==> config.mk <==
export PLATFORM = sky130hd
export DESIGN_NAME = fifo_wr_arbiter
export DESIGN_NICKNAME = d
export VERILOG_FILES = /design/src/rtl/fifo_arb_pkg.sv /design/src/rtl/fifo_wr_arbiter_rr_pick.sv /design/src/rtl/fifo_wr_arbiter.sv
export SDC_FILE = /design/constraint.sdc
export NUM_CORES = 1
export LEC_CHECK = 0
export ABC_CLOCK_PERIOD_IN_PS = 4900
export CORE_UTILIZATION = 42
export CTS_CLUSTER_SIZE = 12
export DETAILED_ROUTE_END_ITERATION = 6
export GPL_ROUTABILITY_DRIVEN = 1
export PLACE_DENSITY = 0.87
export RECOVER_POWER = 100
export SLEW_MARGIN = 20
export SYNTH_ARGS = -nofsm -noshare
export SYNTH_HDL_FRONTEND = slang
export SYNTH_SLANG_ARGS = --single-unit
==> constraint.sdc <==
create_clock -name clk -period 4.9 [get_ports clk]
set_input_delay 0.98 -clock clk [delete_from_list [all_inputs] [get_ports clk]]
set_output_delay 0.98 -clock clk [all_outputs]
set_load 0.02 [all_outputs]
==> src/rtl/fifo_arb_pkg.sv <==
// Shared constants for the io881 fifo write arbiters: index/count widths and stat counter limits.
package fifo_arb_pkg;

  localparam int unsigned STAT_W = 16;
  localparam logic [STAT_W-1:0] STAT_SAT = 16'hFFFF;

  // Smallest index width that can address n channels.
  function automatic int unsigned idx_width(input int unsigned n);
    return (n < 2) ? 1 : $clog2(n);
  endfunction

  // Width of a burst counter that must hold values 0..b.
  function automatic int unsigned cnt_width(input int unsigned b);
    return (b < 2) ? 1 : $clog2(b + 1);
  endfunction

endpackage

==> src/rtl/fifo_wr_arbiter_rr_pick.sv <==
// Rotating priority encoder: returns the first set request at or after i_start, wrapping at N.
module rr_pick #(
  parameter int unsigned N  = 4,
  parameter int unsigned IW = 2
) (
  input  logic [N-1:0]  i_req,
  input  logic [IW-1:0] i_start,
  output logic          o_found,
  output logic [IW-1:0] o_idx
);

  logic [31:0] w_dist;
  logic [31:0] w_best;

  // Rank every set request by its rotated distance from i_start; smallest distance wins.
  always_comb begin
    o_found = 1'b0;
    o_idx   = '0;
    w_dist  = '0;
    w_best  = N;
    for (int unsigned i = 0; i < N; i++) begin
      w_dist = (i + N - 32'(i_start)) % N;
      if (i_req[i] && (w_dist < w_best)) begin
        w_best  = w_dist;
        o_idx   = IW'(i);
        o_found = 1'b1;
      end
    end
  end

endmodule

==> src/rtl/fifo_wr_arbiter.sv <==
// Round-robin sharer of one fifo write port with per-owner burst lock.
// Optional per-channel write statistics under `define FIFO_ARB_STATS_EN.
module fifo_wr_arbiter
  import fifo_arb_pkg::*;
#(
  parameter int unsigned WIDTH = 8,
  parameter int unsigned NREQ  = 4,
  parameter int unsigned BURST = 2,
  parameter int unsigned IDXW  = 2
) (
  input  logic                  clk,
  input  logic                  reset,
  input  logic [NREQ-1:0]       req,
  input  logic [NREQ*WIDTH-1:0] req_data,
  output logic [NREQ-1:0]       ack,
  output logic [WIDTH-1:0]      fifo_d_in,
  output logic                  fifo_d_in_strobe,
  input  logic                  fifo_full,
  output logic [IDXW-1:0]       owner,
  output logic                  locked
`ifdef FIFO_ARB_STATS_EN
  ,
  input  logic [IDXW-1:0]       stat_sel,
  input  logic                  stat_clear,
  output logic [STAT_W-1:0]     stat_count
`endif
);

  localparam int unsigned CntW = cnt_width(BURST);
  localparam logic [IDXW-1:0] LastIdx = IDXW'(NREQ - 1);

  logic [IDXW-1:0] r_owner;
  logic [CntW-1:0] r_cnt;
  logic            r_locked;

  logic [IDXW-1:0] w_start;
  logic            w_owner_req;
  logic            w_rr_found;
  logic [IDXW-1:0] w_rr_idx;
  logic            w_hold;
  logic            w_found;
  logic [IDXW-1:0] w_cand;
  logic            w_fire;
  logic [CntW-1:0] w_new_cnt;

  // Search begins just past the last owner so the owner itself is checked last.
  assign w_start = (r_owner == LastIdx) ? '0 : r_owner + 1'b1;

  always_comb begin
    w_owner_req = 1'b0;
    for (int unsigned i = 0; i < NREQ; i++) begin
      if (r_owner == IDXW'(i)) w_owner_req = req[i];
    end
  end

  rr_pick #(
    .N  (NREQ),
    .IW (IDXW)
  ) u_rr_pick (
    .i_req   (req),
    .i_start (w_start),
    .o_found (w_rr_found),
    .o_idx   (w_rr_idx)
  );

  assign w_hold  = r_locked && w_owner_req;
  assign w_found = w_hold || w_rr_found;
  assign w_cand  = w_hold ? r_owner : w_rr_idx;
  assign w_fire  = w_found && !fifo_full && !reset;

  always_comb begin
    fifo_d_in = '0;
    ack       = '0;
    for (int unsigned i = 0; i < NREQ; i++) begin
      if (w_found && (w_cand == IDXW'(i))) begin
        fifo_d_in = req_data[i*WIDTH +: WIDTH];
        ack[i]    = w_fire;
      end
    end
  end

  assign fifo_d_in_strobe = w_fire;

  assign w_new_cnt = (r_locked && (w_cand == r_owner)) ? r_cnt + 1'b1 : CntW'(1);

  always_ff @(posedge clk) begin
    if (reset) begin
      r_owner  <= LastIdx;
      r_cnt    <= '0;
      r_locked <= 1'b0;
    end else if (w_fire) begin
      r_owner  <= w_cand;
      r_cnt    <= w_new_cnt;
      r_locked <= (32'(w_new_cnt) < BURST);
    end else if (r_locked && !w_owner_req) begin
      r_cnt    <= '0;
      r_locked <= 1'b0;
    end
  end

  assign owner  = r_owner;
  assign locked = r_locked;

`ifdef FIFO_ARB_STATS_EN
  logic [STAT_W-1:0] r_stat [NREQ];
  logic [STAT_W-1:0] r_stat_count;
  logic [STAT_W-1:0] w_stat_rd;

  always_comb begin
    w_stat_rd = '0;
    for (int unsigned i = 0; i < NREQ; i++) begin
      if (stat_sel == IDXW'(i)) w_stat_rd = r_stat[i];
    end
  end

  // A fire coincident with stat_clear is dropped, not counted.
  always_ff @(posedge clk) begin
    if (reset) begin
      r_stat_count <= '0;
      for (int unsigned i = 0; i < NREQ; i++) r_stat[i] <= '0;
    end else begin
      r_stat_count <= w_stat_rd;
      for (int unsigned i = 0; i < NREQ; i++) begin
        if (stat_clear) begin
          r_stat[i] <= '0;
        end else if (w_fire && (w_cand == IDXW'(i)) && (r_stat[i] != STAT_SAT)) begin
          r_stat[i] <= r_stat[i] + 1'b1;
        end
      end
    end
  end

  assign stat_count = r_stat_count;
`endif

endmodule

Word level (Yosys, flattened, before mapping)
Cells that the tools add are included.
{"block": "totals", "ff_bits": 5, "in_bits": 39, "wordCells": 70, "out_inout_bits": 16}
{"block": "op_classes", "n_lt_le_gt_ge": 5, "mux": 29, "n_reduce_logical": 20, "n_eq_ne": 7, "addsub": 6}
{"operator": "$mux W8", "count": 4}
{"operator": "$mux W1", "count": 15}
{"operator": "$mux W2", "count": 7}
{"operator": "$logic_and A1 B1 Y1", "count": 13}
{"operator": "$lt A2 B3 Y1", "count": 3}
{"operator": "$mux W3", "count": 3}
{"operator": "$eq A2 B2 Y1 const B", "count": 4}
{"operator": "$add A2 B1 Y2 const B", "count": 2}
{"operator": "$eq A2 B1 Y1 const B", "count": 2}
{"operator": "$logic_not A2 Y1", "count": 2}
{"operator": "$sub A1 B2 Y2 const A", "count": 2}
{"operator": "$sub A2 B2 Y2 const A", "count": 2}
{"operator": "$logic_not A1 Y1", "count": 3}
{"operator": "$lt A2 B3 Y1 const B", "count": 1}
{"operator": "$eq A2 B2 Y1", "count": 1}
{"operator": "$lt A2 B2 Y1 const B", "count": 1}
{"operator": "$reduce_bool A2 Y1", "count": 1}
{"operator": "$logic_or A1 B1 Y1", "count": 1}

Logic depth before layout (Yosys ltp)
Gate-level depths: netlist of the first run.
{"block": "logic_depth", "ltp_word": 22, "depth_mapped": 19, "depth_no_buf": 17}

Cells and area by module
From an unflattened synthesis of the first run, not the netlist that was laid out.
{"block": "hier_totals", "cells_unflattened": 138, "area_unflattened_um2": 1177.4}
{"module": "fifo_wr_arbiter", "area_per_inst_um2": 999.7, "n_inst": 1, "seq_area_each_um2": 100.1, "cells_each": 110}
{"module": "rr_pick", "area_per_inst_um2": 177.7, "n_inst": 1, "seq_area_each_um2": 0.0, "cells_each": 28}

Worst setup path after synthesis of the first run
No wires, ideal clock.
{"block": "synth_timing", "path_type": "reg2out", "startpoint": "reg r_owner[0] (netlist: owner[0])", "endpoint": "out fifo_d_in[0]", "setup_slack_ns": -0.194, "path_buffers": 2, "arrival_ns": 4.114, "path_stages_with_launch": 20, "required_time_ns": 3.920, "path_cell_list": "dfxtp_1 > buf_2 > inv_1 > ha_1 > inv_1 > a311o_2 > ha_1 > inv_1 > o21ai_0 > nand2_1 > nor2_1 > a21oi_1 > ha_1 > o21a_1 > o21ai_0 > o211a_1 > or2_0 > buf_6 > a221o_1 > a21oi_1"}
{"block": "synth_between", "elab_chain_cells": 22, "elab_cells_between_ends": 47, "classes_between": "add/sub: 5; order compare: 4; eq/ne: 6; mux: 20; reduce/logical: 12"}
{"item": "start: declaration", "line": "fifo_wr_arbiter.sv:32", "source": "logic [IDXW-1:0] r_owner;"}
{"item": "start signal: assignment", "line": "fifo_wr_arbiter.sv:88", "source": "r_owner <= LastIdx;"}
{"item": "start signal: assignment", "line": "fifo_wr_arbiter.sv:92", "source": "r_owner <= w_cand;"}
{"item": "$add A2 B1 Y2 or $eq A2 B2 Y1 (tied branches)", "line": "fifo_wr_arbiter.sv:47, fifo_wr_arbiter.sv:52"}
{"item": "$mux W2", "line": "fifo_wr_arbiter.sv:47", "source": "assign w_start = (r_owner == LastIdx) ? '0 : r_owner + 1'b1;"}
{"item": "$sub A1 B2 Y2", "line": "fifo_wr_arbiter_rr_pick.sv:22", "source": "w_dist = (i + N - 32'(i_start)) % N;"}
{"item": "$lt A2 B3 Y1", "line": "fifo_wr_arbiter_rr_pick.sv:23", "source": "if (i_req[i] && (w_dist < w_best)) begin"}
{"item": "$logic_and A1 B1 Y1", "line": "fifo_wr_arbiter_rr_pick.sv:23"}
{"item": "$mux W3", "line": "fifo_wr_arbiter_rr_pick.sv:23"}
{"item": "$lt A2 B3 Y1", "line": "fifo_wr_arbiter_rr_pick.sv:23"}
{"item": "$logic_and A1 B1 Y1", "line": "fifo_wr_arbiter_rr_pick.sv:23"}
{"item": "(+4 left out)"}
{"item": "$lt A2 B3 Y1", "line": "fifo_wr_arbiter_rr_pick.sv:23"}
{"item": "$logic_and A1 B1 Y1", "line": "fifo_wr_arbiter_rr_pick.sv:23"}
{"item": "$mux W2", "line": "fifo_wr_arbiter_rr_pick.sv:23"}
{"item": "$mux W2", "line": "fifo_wr_arbiter.sv:68", "source": "assign w_cand = w_hold ? r_owner : w_rr_idx;"}
{"item": "$logic_not A2 Y1", "line": "fifo_wr_arbiter.sv:75", "source": "if (w_found && (w_cand == IDXW'(i))) begin"}
{"item": "$logic_and A1 B1 Y1", "line": "fifo_wr_arbiter.sv:75"}
{"item": "$mux W8 (3 in a row)", "line": "fifo_wr_arbiter.sv:75"}
{"item": "$mux W8 (*)", "line": "fifo_wr_arbiter.sv:75"}
{"item": "end: declaration", "line": "fifo_wr_arbiter.sv:16", "source": "output logic [WIDTH-1:0] fifo_d_in,"}
Mark *: on every way between the ends. The rest lies on a longest branch, timed or not.

Final worst setup path of the first run
{"block": "layout_timing", "startpoint": "in req[0]", "endpoint": "out fifo_d_in[5]"}
{"block": "layout_between", "elab_chain_cells": 18, "elab_cells_between_ends": 36, "classes_between": "order compare: 3; eq/ne: 3; mux: 19; reduce/logical: 11"}
{"item": "start: declaration", "line": "fifo_wr_arbiter.sv:13", "source": "input logic [NREQ-1:0] req,"}
{"item": "$logic_and A1 B1 Y1", "line": "fifo_wr_arbiter_rr_pick.sv:23"}
{"item": "$mux W3", "line": "fifo_wr_arbiter_rr_pick.sv:23"}
{"item": "$lt A2 B3 Y1", "line": "fifo_wr_arbiter_rr_pick.sv:23"}
{"item": "$logic_and A1 B1 Y1", "line": "fifo_wr_arbiter_rr_pick.sv:23"}
{"item": "$mux W3", "line": "fifo_wr_arbiter_rr_pick.sv:23"}
{"item": "$lt A2 B3 Y1", "line": "fifo_wr_arbiter_rr_pick.sv:23"}
{"item": "$logic_and A1 B1 Y1", "line": "fifo_wr_arbiter_rr_pick.sv:23"}
{"item": "$mux W3", "line": "fifo_wr_arbiter_rr_pick.sv:23"}
{"item": "$lt A2 B3 Y1", "line": "fifo_wr_arbiter_rr_pick.sv:23"}
{"item": "$logic_and A1 B1 Y1", "line": "fifo_wr_arbiter_rr_pick.sv:23"}
{"item": "$mux W2", "line": "fifo_wr_arbiter_rr_pick.sv:23"}
{"item": "$mux W2", "line": "fifo_wr_arbiter.sv:68"}
{"item": "$logic_not A2 Y1", "line": "fifo_wr_arbiter.sv:75"}
{"item": "$logic_and A1 B1 Y1", "line": "fifo_wr_arbiter.sv:75"}
{"item": "$mux W8 (3 in a row)", "line": "fifo_wr_arbiter.sv:75"}
{"item": "$mux W8 (*)", "line": "fifo_wr_arbiter.sv:75"}
Marked as above.

==> flow_summary.json, run 1 <==
{
  "status": "finished with violations",
  "violations": "negative setup slack",
  "finalNetCount": 295,
  "ys.flop_type": "dfxtp_1",
  "layout-drive-gt1-share_pct": 39.92,
  "cts_buffers": 3,
  "hold_path.class": "flip-flop to flip-flop",
  "h-tree-depth": 1,
  "grt_use_total_pct": 35.42,
  "end_kind": "output port",
  "cap_violations": 0,
  "grt_max_degree": 15,
  "synth_area_um2": 1174,
  "cts_tree": "yes",
  "finalSetupViolCount": 10,
  "coreArea_um2": 2567,
  "clk_latency_ns": 0.24,
  "clkTransAtPathRegs_ns": 0.04,
  "synth.avg_cell_area_um2": 7.028,
  "synth_edf_count": 0,
  "dp_cells": 264,
  "grt-ovfl-total": 0,
  "synth_area_leaders": "dfxtp_1 8.5%, nor2_1 8.3%, ha_1 7.5%",
  "diodes": 0,
  "r2r.worst_path.cells": 19,
  "min_period_ns": 5.034,
  "num_rows": 18,
  "worst_slack_ns": -0.1342,
  "area_growth_pct": 86.99,
  "initial_utilization_pct": 45.71,
  "drt.antenna.violating_nets": 0,
  "worstSetupPathType": "input port to output port",
  "power_density_nw_per_um2": 543.1,
  "power_leakage_nw": 0.9500,
  "yosysSeqAreaShare_pct": 8.529,
  "root_buffer": "clkbuf_4",
  "instances_no_fill": 278,
  "crit_arrival_ns": 4.05,
  "ioPinCount": 55,
  "slew_headroom_pct": 69.13,
  "hpwl_mm": 3.386,
  "cp.required_ns": 3.92,
  "synth_commonest_cells": "26 x nor2_1, 15 x inv_1, 14 x a21oi_1",
  "worst_slew_pin_slew_ns": 0.4630,
  "grt_pass1_vias": 1657,
  "r2r_end": "r_cnt[1]",
  "vias_per_cell": 6.191,
  "max_clock_freq_ghz": 0.1986,
  "cts.sinks": 5,
  "cp-startpoint": "req[0]",
  "r2r_setup_slack_ns": 0.90,
  "ys_seq_elements": 5,
  "multi_input_area_um2": 1205,
  "path_max_fanout": 6,
  "drt-initial-drc-count": 86,
  "final-seq-area_um2": 101.3,
  "slew_viol_final": 0,
  "ir_worst_vdd_uv": 455.1,
  "post_drt_wl_per_cell_um": 19.46,
  "placed_area_um2": 1884,
  "fin_area_um2": 2195,
  "hold_start": "r_cnt[0]",
  "syn_inst": 167,
  "rsz0062_at_grt": "yes",
  "yosysWarnings": 0,
  "cts_max_path_buffers": 2,
  "antenna_found_initial": 0,
  "dieWidth_um": 54.86,
  "routed_wl_mm": 5.409,
  "ys_types": 44,
  "synth_top_cell_by_area": "dfxtp_1",
  "gp_congestion": 0.8428,
  "die_area_um2": 3010,
  "yosysMostFrequentCell": "nor2_1",
  "port_buffers": 54,
  "die_h_um": 54.86,
  "clock-skew-final_ns": 0.001579,
  "nFillCells": 134,
  "async_reset_ff_share_pct": 0,
  "crit_end": "fifo_d_in[5]",
  "grt_pass1_wl_mm": 7.541,
  "synthesis.nets": 213,
  "timing.rr.start": "owner[1]",
  "finalHoldViolations": 0,
  "start_kind": "input port",
  "synth_top_area_share_pct": 8.529,
  "drc": 0,
  "fin_crit_sh_pct": 102.7,
  "num_vias": 1721,
  "dr.pass1.iters": 5
}
stage by stage:
| stage | power [W] | util (%) | worst slack, ns | hold slack, ns | TNS (ns) |
|---|---|---|---|---|---|
| floorplan | 0.0005841 | - | 0.01451 | 0.4890 | 0 |
| global placement | 0.0008711 | 73.39 | -1.044 | 0.5085 | -11.44 |
| CTS | 0.001042 | 79.43 | 0.003363 | 0.5633 | 0 |
| detailed placement | 0.0008981 | 73.39 | -1.267 | 0.5606 | -14.06 |
| finish | 0.001192 | 85.48 | -0.1342 | 0.5602 | -0.9146 |
| global route | 0.001262 | 85.48 | -0.2605 | 0.5644 | -2.286 |
what timing repair did:
action | 4_1_cts | 5_1_grt
buffers inserted | 2 | 6
resized for setup | 88 | 33
cloned | 3 | 0
pin swaps | 16 | 15
endpoints found under the setup margin | 12 | 12
hold buffers | 0 | 0
sequential cells by signal, summed over array words and instances, names as in the netlist:
signal  cells
owner       2
r_cnt       2
locked      1
routing by layer:
layer	vias to the layer above	track usage [%]	part of all wire (%)	routed length (µm)
met2	127	57.23	50	2705
met1	770	40.78	37	2012
li1	801	-	-	-
met4	0	23.08	3.3	180
met5	-	0	0	0
met3	23	8.889	9.4	511
report_power, final:
group / leakage (nW) / switching, W / internal [W]
Combinational: 0.894 / 0.000561 / 0.000531
Sequential: 0.0410 / 0.00000569 / 0.0000476
Clock: 0.0150 / 0.0000154 / 0.0000307
Total: 0.950 / 0.000582 / 0.000610
worst min-delay path by stage:
stage / endpoint / slack, ns / cells after the start
CTS: r_cnt[0] / 0.56 / 1
floorplan: r_cnt[0] / 0.49 / 1
finish: r_cnt[0] / 0.56 / 1
global placement: r_cnt[0] / 0.51 / 1
global route: r_cnt[0] / 0.56 / 1
detailed placement: r_cnt[0] / 0.56 / 1
cell families (layout without fill, tap and decap cells):
kind of cell	Yosys count	in the layout	synth area share [%]
XOR/XNOR	2	2	1.493
buffers and inverters	25	103	11.30
flip-flops	5	5	8.529
AND/OR/NAND/NOR	58	59	24.73
adder cells (fa/ha/maj)	7	7	7.462
AO/OA/AOI/OAI	62	64	39.66
multiplexers	8	8	6.823
placed cells by master, fill, tap and decap left out, drive strengths merged, types with 2 or more instances in the layout:
cell type	n
mux2i	8
dfxtp	5
nand4	4
a221o	8
o21a	5
nor2b	5
inv	15
a21oi	15
nand3	2
o21ai	10
nand2	7
a211oi	2
a311o	2
dlygate4sd3	3
nor2	27
or2b	2
xnor2	2
clkdlybuf4s50	37
clkbuf	6
buf	42
ha	7
o31ai	4
o211ai	3
o41a	2
or2	3
a221oi	9
nor3	3
and3	2
final cells by class:
cell class	instances	area share [%]
multi-input cells	140	54.90
clock buffers	4	1.197
flip-flops and latches	5	4.618
repair buffers	84	35.01
inverters	15	2.566
well taps	30	1.710
worst max-delay path: stages:
cell     delay (ns)
buf_8          0.10
nor3b_4        0.14
a311o_2        0.41
ha_4           0.29
inv_2          0.04
o21ai_2        0.17
nand2_2        0.13
nor2_4         0.11
a21oi_2        0.04
ha_1           0.33
o21ai_1        0.11
o211a_4        0.29
or2_4          0.26
a221o_1        0.36
a21oi_2        0.14
buf_4          0.15
No activity file was read; power rests on OpenSTA's default activity.
==> run 2: changes to the inputs <==
--- a/config.mk
+++ b/config.mk
@@ -6,11 +6,13 @@
 export NUM_CORES = 1
 export LEC_CHECK = 0
 export ABC_CLOCK_PERIOD_IN_PS = 4900
-export CORE_UTILIZATION = 42
+export CELL_PAD_IN_SITES_DETAIL_PLACEMENT = 1
+export CELL_PAD_IN_SITES_GLOBAL_PLACEMENT = 1
+export CORE_UTILIZATION = 28
 export CTS_CLUSTER_SIZE = 12
 export DETAILED_ROUTE_END_ITERATION = 6
 export GPL_ROUTABILITY_DRIVEN = 1
-export PLACE_DENSITY = 0.87
+export PLACE_DENSITY = 0.85
 export RECOVER_POWER = 100
 export SLEW_MARGIN = 20
 export SYNTH_ARGS = -nofsm -noshare
==> run 2 against run 1 <==
  * The flow still finishes with violations (negative setup slack)
  * Die area increased by 48%
  * Count of clock-buffer cells in the layout unchanged
  * Final cell count is 10% higher
  * Wire length increased by 9.8%
  * Register-to-register slack better by 0.09 ns
  * Power grew 4.0%
  * Clock power rose by 61%
  * Design area rose by 1.9%
  * Global-route usage decreased by 9.8 points
  * Combinational power about the same
  * Critical path type unchanged
  * Largest power group unchanged
  * Highest routed layer unchanged
==> flow_summary.json, run 2 (synthesis results as in run 1) <==
{
  "status": "finished with violations",
  "violations": "negative setup slack",
  "cp.required_ns": 3.92,
  "power_density_nw_per_um2": 554.3,
  "dieWidth_um": 66.74,
  "combPwrFrac_pct": 89.7,
  "cts_max_path_buffers": 2,
  "ioPinCount": 55,
  "postCtsHoldBufs": 0,
  "seqPwrFrac_pct": 4.3,
  "final-seq-area_um2": 101.3,
  "cap_violations": 0,
  "worstSetupPathType": "input port to output port",
  "min_period_ns": 5.078,
  "switching_share_pct": 47.34,
  "met2_usage_pct": 48.11,
  "finalSetupViolCount": 10,
  "end_kind": "output port",
  "path_max_fanout": 3,
  "cts_buffers": 3,
  "grt_pass1_wl_mm": 8.590,
  "h-tree-depth": 1,
  "clock-skew-final_ns": 0.003294,
  "vias_per_cell": 5.648,
  "grt_max_degree": 15,
  "cts_tree": "yes",
  "drc": 0,
  "num_rows": 23,
  "multi_input_area_um2": 1112,
  "cts.sinks": 5,
  "dr.pass1.iters": 4,
  "gp_congestion": 0.9363,
  "grt_pass1_vias": 1801,
  "nFillCells": 497,
  "clk_latency_ns": 0.22,
  "worst_slew_pin_slew_ns": 0.4367,
  "initial_utilization_pct": 29.34,
  "grt_use_met1_pct": 29.48,
  "start_kind": "input port",
  "grt-ovfl-total": 0,
  "area_growth_pct": 90.62,
  "power_leakage_nw": 1.008,
  "num_vias": 1734,
  "fin_crit_sh_pct": 103.6,
  "p_int_w": 0.0006530,
  "root_buffer": "clkbuf_8",
  "finalNetCount": 304,
  "grt_use_total_pct": 25.65,
  "die_h_um": 66.74,
  "busiest_layer": "met2",
  "hpwl_mm": 3.909,
  "routed_wl_mm": 5.940,
  "port_buffers": 54,
  "slew_viol_final": 0,
  "placed_area_um2": 1954,
  "use_met3_pct": 2.740,
  "total_power_w": 0.001240,
  "slew_headroom_pct": 70.88,
  "die_area_um2": 4454,
  "rsz0062_at_grt": "yes",
  "drt.antenna.violating_nets": 0,
  "crit_arrival_ns": 4.10,
  "pwr-share-clk_pct": 6.0,
  "diodes": 0,
  "max_clock_freq_ghz": 0.1969,
  "fin_area_um2": 2237,
  "clkTransAtPathRegs_ns": 0.03,
  "drt-initial-drc-count": 60,
  "finalHoldViolations": 0,
  "coreArea_um2": 4000,
  "power.switching_w": 0.0005870,
  "layout_common_cells": "44 x buf_4, 37 x clkdlybuf4s50_1, 24 x nor2_1",
  "antenna_found_initial": 0,
  "layout-drive-gt1-share_pct": 39.69,
  "worst_slack_ns": -0.1784,
  "final_common_cell": "buf_4",
  "post_drt_wl_per_cell_um": 19.35,
  "hold_path.class": "flip-flop to flip-flop",
  "ir_worst_vdd_uv": 256.8
}
==> run 2: changes by cell type in the layout (fill, tap and decap cells not counted), moves of 2 or more <==
cell	previous run	this run
nor2_4	3	0
nor2_1	18	24
buf_4	30	44
a221oi_4	2	0
clkbuf_8	0	3
a221oi_2	6	8
or2_4	2	0
clkbuf_4	3	0
nor2_2	6	3
==> run 2: worst max-delay path, stage by stage <==
cell and delay (ns):
buf_8 0.09, nor3b_4 0.14, a311o_2 0.40, ha_4 0.30, inv_4 0.04, o21ai_4 0.14, nand2_2 0.09, nor2_1 0.13
a21oi_1 0.07, ha_1 0.31, o21a_1 0.13, o21ai_2 0.14, o211a_1 0.21, buf_6 0.13, o31ai_4 0.06, buf_6 0.14
a221o_1 0.32, a21oi_2 0.14, buf_6 0.13
==> run 2: metrics by stage <==
step	hold slack, ns	setup TNS [ns]	util (%)	instances	worst slack [ns]
5_1_grt	0.5739	-2.408	55.93	307	-0.2855
6_report	0.5277	-1.381	55.93	307	-0.1784
4_1_cts	0.5309	-0.5894	53.64	305	-0.09043
2_1_floorplan	0.4890	0	-	167	0.01451
3_5_place_dp	0.5266	-13.96	48.86	290	-1.259
3_3_place_gp	0.5173	-10.87	48.86	290	-0.9973
==> run 2: power by group through the flow <==
stage / clock network, W / registers, W / logic (W)
after global placement: 0 / 0.0000534 / 0.000868
after CTS: 0.0000761 / 0.0000532 / 0.00100
final: 0.0000744 / 0.0000532 / 0.00111
after global routing: 0.0000806 / 0.0000539 / 0.00118
after detailed placement: 0 / 0.0000537 / 0.000900
after floorplan: 0 / 0.0000605 / 0.000524
==> run 2: path summary, 6_finish.rpt <==
path            start            to  slack (ns)  cells after the start
min          r_cnt[0]      r_cnt[0]        0.53                      1
max            req[0]  fifo_d_in[0]       -0.18                     19
max reg2reg  owner[1]      r_cnt[1]        0.99                     19
min reg2reg  r_cnt[0]      r_cnt[0]        0.53                      1
==> run 2: final cells by class <==
class | count | share of cell area (%)
multi-input combinational | 137 | 49.72
timing repair buffer | 96 | 38.31
sequential | 5 | 4.530
tap | 50 | 2.796
inverter | 15 | 2.629
clock buffer | 4 | 2.013
==> run 2: metal layers <==
metal / part of all wire, % / wire length [µm] / vias up
met2: 52 / 3061 / 48
li1: - / - / 812
met4: 0.81 / 48 / 0
met1: 43 / 2565 / 868
met5: 0 / 0 / -
met3: 4.5 / 265 / 6
==> run 2: repair_timing <==
action	in CTS	in global routing
gates resized for setup	83	25
pin swaps	20	11
endpoints found under the setup margin	12	12
setup buffers	11	2
==> run 3: changes to the inputs <==
--- a/config.mk
+++ b/config.mk
@@ -14,6 +14,7 @@
 export GPL_ROUTABILITY_DRIVEN = 1
 export PLACE_DENSITY = 0.85
 export RECOVER_POWER = 100
+export REMOVE_ABC_BUFFERS = 1
 export SLEW_MARGIN = 20
 export SYNTH_ARGS = -nofsm -noshare
 export SYNTH_HDL_FRONTEND = slang
==> run 3 against run 2 <==
  * The run still ends with negative setup slack left
  * Sequential power hardly changed
  * Die area stayed put
  * Flip-flop and latch count stayed put
  * Wire length is 4.2% lower
  * Register-to-register slack worse by 0.02 ns
  * Critical path depth is 1 lower
  * Worst setup slack worse by 0.067 ns
  * Via count is 1.0% higher
  * Global-route usage is 0.55 points lower
==> flow_summary.json, run 3 (synthesis results as in run 1) <==
{
  "status": "finished with violations",
  "violations": "negative setup slack",
  "finalHoldViolations": 0,
  "diodes": 0,
  "power_leakage_nw": 1.058,
  "end_kind": "output port",
  "placed_area_um2": 1938,
  "worstPathCellList": "buf_8, nor3b_4, a311o_2, ha_4, inv_4, o21ai_4, nand2_4, nor2_4, a21oi_2, ha_1, o21a_1, o21ai_2, o211a_1, or2_1, buf_6, a221o_1, a21oi_2, buf_6",
  "dieWidth_um": 66.74,
  "die_area_um2": 4454,
  "slew_viol_final": 0,
  "grt_pass1_vias": 1808,
  "hold_path.class": "flip-flop to flip-flop",
  "crit_arrival_ns": 4.17,
  "min_period_ns": 5.145,
  "ir_worst_vdd_uv": 283.9,
  "start_kind": "input port",
  "path_buf_inv": 4,
  "vias_per_cell": 5.509,
  "area_growth_pct": 97.65,
  "layout-drive-gt1-share_pct": 41.04,
  "ioPinCount": 55,
  "hpwl_mm": 3.721,
  "grt_use_total_pct": 25.10,
  "fin_area_um2": 2320,
  "grt_max_degree": 15,
  "path_max_fanout": 10,
  "antenna_found_initial": 0,
  "routed_wl_mm": 5.693,
  "final_common_cell": "buf_4",
  "max_stage_delay_ns": 0.40,
  "postCtsHoldBufs": 0,
  "worst_slew_pin_slew_ns": 0.4782,
  "nFillCells": 492,
  "finalNetCount": 315,
  "post_drt_wl_per_cell_um": 17.90,
  "cts_buffers": 3,
  "drt-initial-drc-count": 75,
  "finalSetupViolCount": 8,
  "layout_common_cells": "54 x buf_4, 37 x clkdlybuf4s50_1, 23 x nor2_1",
  "slew_headroom_pct": 67.91,
  "multi_input_area_um2": 1112,
  "worst_slack_ns": -0.2454,
  "dr.pass1.iters": 4,
  "fin_crit_sh_pct": 105.0,
  "grt-ovfl-total": 0,
  "rsz0062_at_grt": "yes",
  "num_vias": 1752,
  "clock-skew-final_ns": 0.003209,
  "port_buffers": 54,
  "drc": 0,
  "grt_pass1_wl_mm": 8.514,
  "cp.required_ns": 3.92,
  "final-seq-area_um2": 100.1,
  "cts_max_path_buffers": 2,
  "gp_congestion": 0.9096,
  "post-route-util_pct": 57.99,
  "crit_family": "compound AO/OA/AOI/OAI gates",
  "cts_tree": "yes",
  "die_h_um": 66.74,
  "h-tree-depth": 1,
  "power_density_nw_per_um2": 576.2,
  "worstSetupPathType": "input port to output port",
  "max_clock_freq_ghz": 0.1943,
  "num_rows": 23,
  "clkTransAtPathRegs_ns": 0.03,
  "coreArea_um2": 4000,
  "initial_utilization_pct": 29.34,
  "cap_violations": 0,
  "drt.antenna.violating_nets": 0,
  "root_buffer": "clkbuf_8",
  "clk_latency_ns": 0.22,
  "cts.sinks": 5,
  "cp_slowest_cell": "a311o_2"
}
-- run 3: worst paths after layout --
kind	from	end	slack, ns	depth (start not counted)
setup / recovery	req[0]	fifo_d_in[6]	-0.25	18
hold / removal	r_cnt[0]	r_cnt[0]	0.53	1
setup reg to reg	owner[0]	r_cnt[1]	0.97	19
hold reg to reg	r_cnt[0]	r_cnt[0]	0.53	1
-- run 3: area by class of cell --
| type | count | share of cell area, % |
|---|---|---|
| inverters | 15 | 2.535 |
| clock buffers | 4 | 1.942 |
| multi-input cells | 138 | 47.95 |
| well taps | 50 | 2.697 |
| flip-flops and latches | 5 | 4.315 |
| repair buffers | 106 | 40.56 |
-- run 3: what timing repair did --
action / CTS / global route
pin swaps: 25 / 18
setup buffers: 19 / 5
gates cloned: 0 / 1
resized for setup: 82 / 37
endpoints found under the setup margin: 12 / 12
-- run 3: worst register-to-register path: cells and delay by family (launching register included) --
family | cells | cell delay, ns
compound gates | 8 | 1.57
xor+xnor | 1 | 0.33
fa+ha+maj | 3 | 0.87
buf+inv | 4 | 0.44
flops | 1 | 0.33
simple gates | 3 | 0.29
-- run 3: per-stage QoR --
stage,setup WS (ns),cells,hold WS (ns),TNS (ns),total power [W]
floorplan,-0.4925,157,0.4890,-4.590,0.0005134
global placement,-1.062,291,0.5146,-11.70,0.0009099
detailed placement,-1.255,291,0.5282,-13.75,0.0009322
CTS,-0.1210,313,0.5397,-0.7613,0.001182
global route,-0.3460,318,0.5658,-2.650,0.001420
finish,-0.2454,318,0.5322,-1.692,0.001337
-- run 3: layer usage --
layer | GRT usage (%) | routed length (µm)
met2 | 47.98 | 3080
met4 | 5.851 | 60
met1 | 28.41 | 2372
met3 | 3.938 | 179
met5 | 0 | 0
-- run 3: where the power goes --
part	switching, W	internal (W)
logic	0.000577	0.000630
registers	0.00000591	0.0000473
clock network	0.0000211	0.0000559
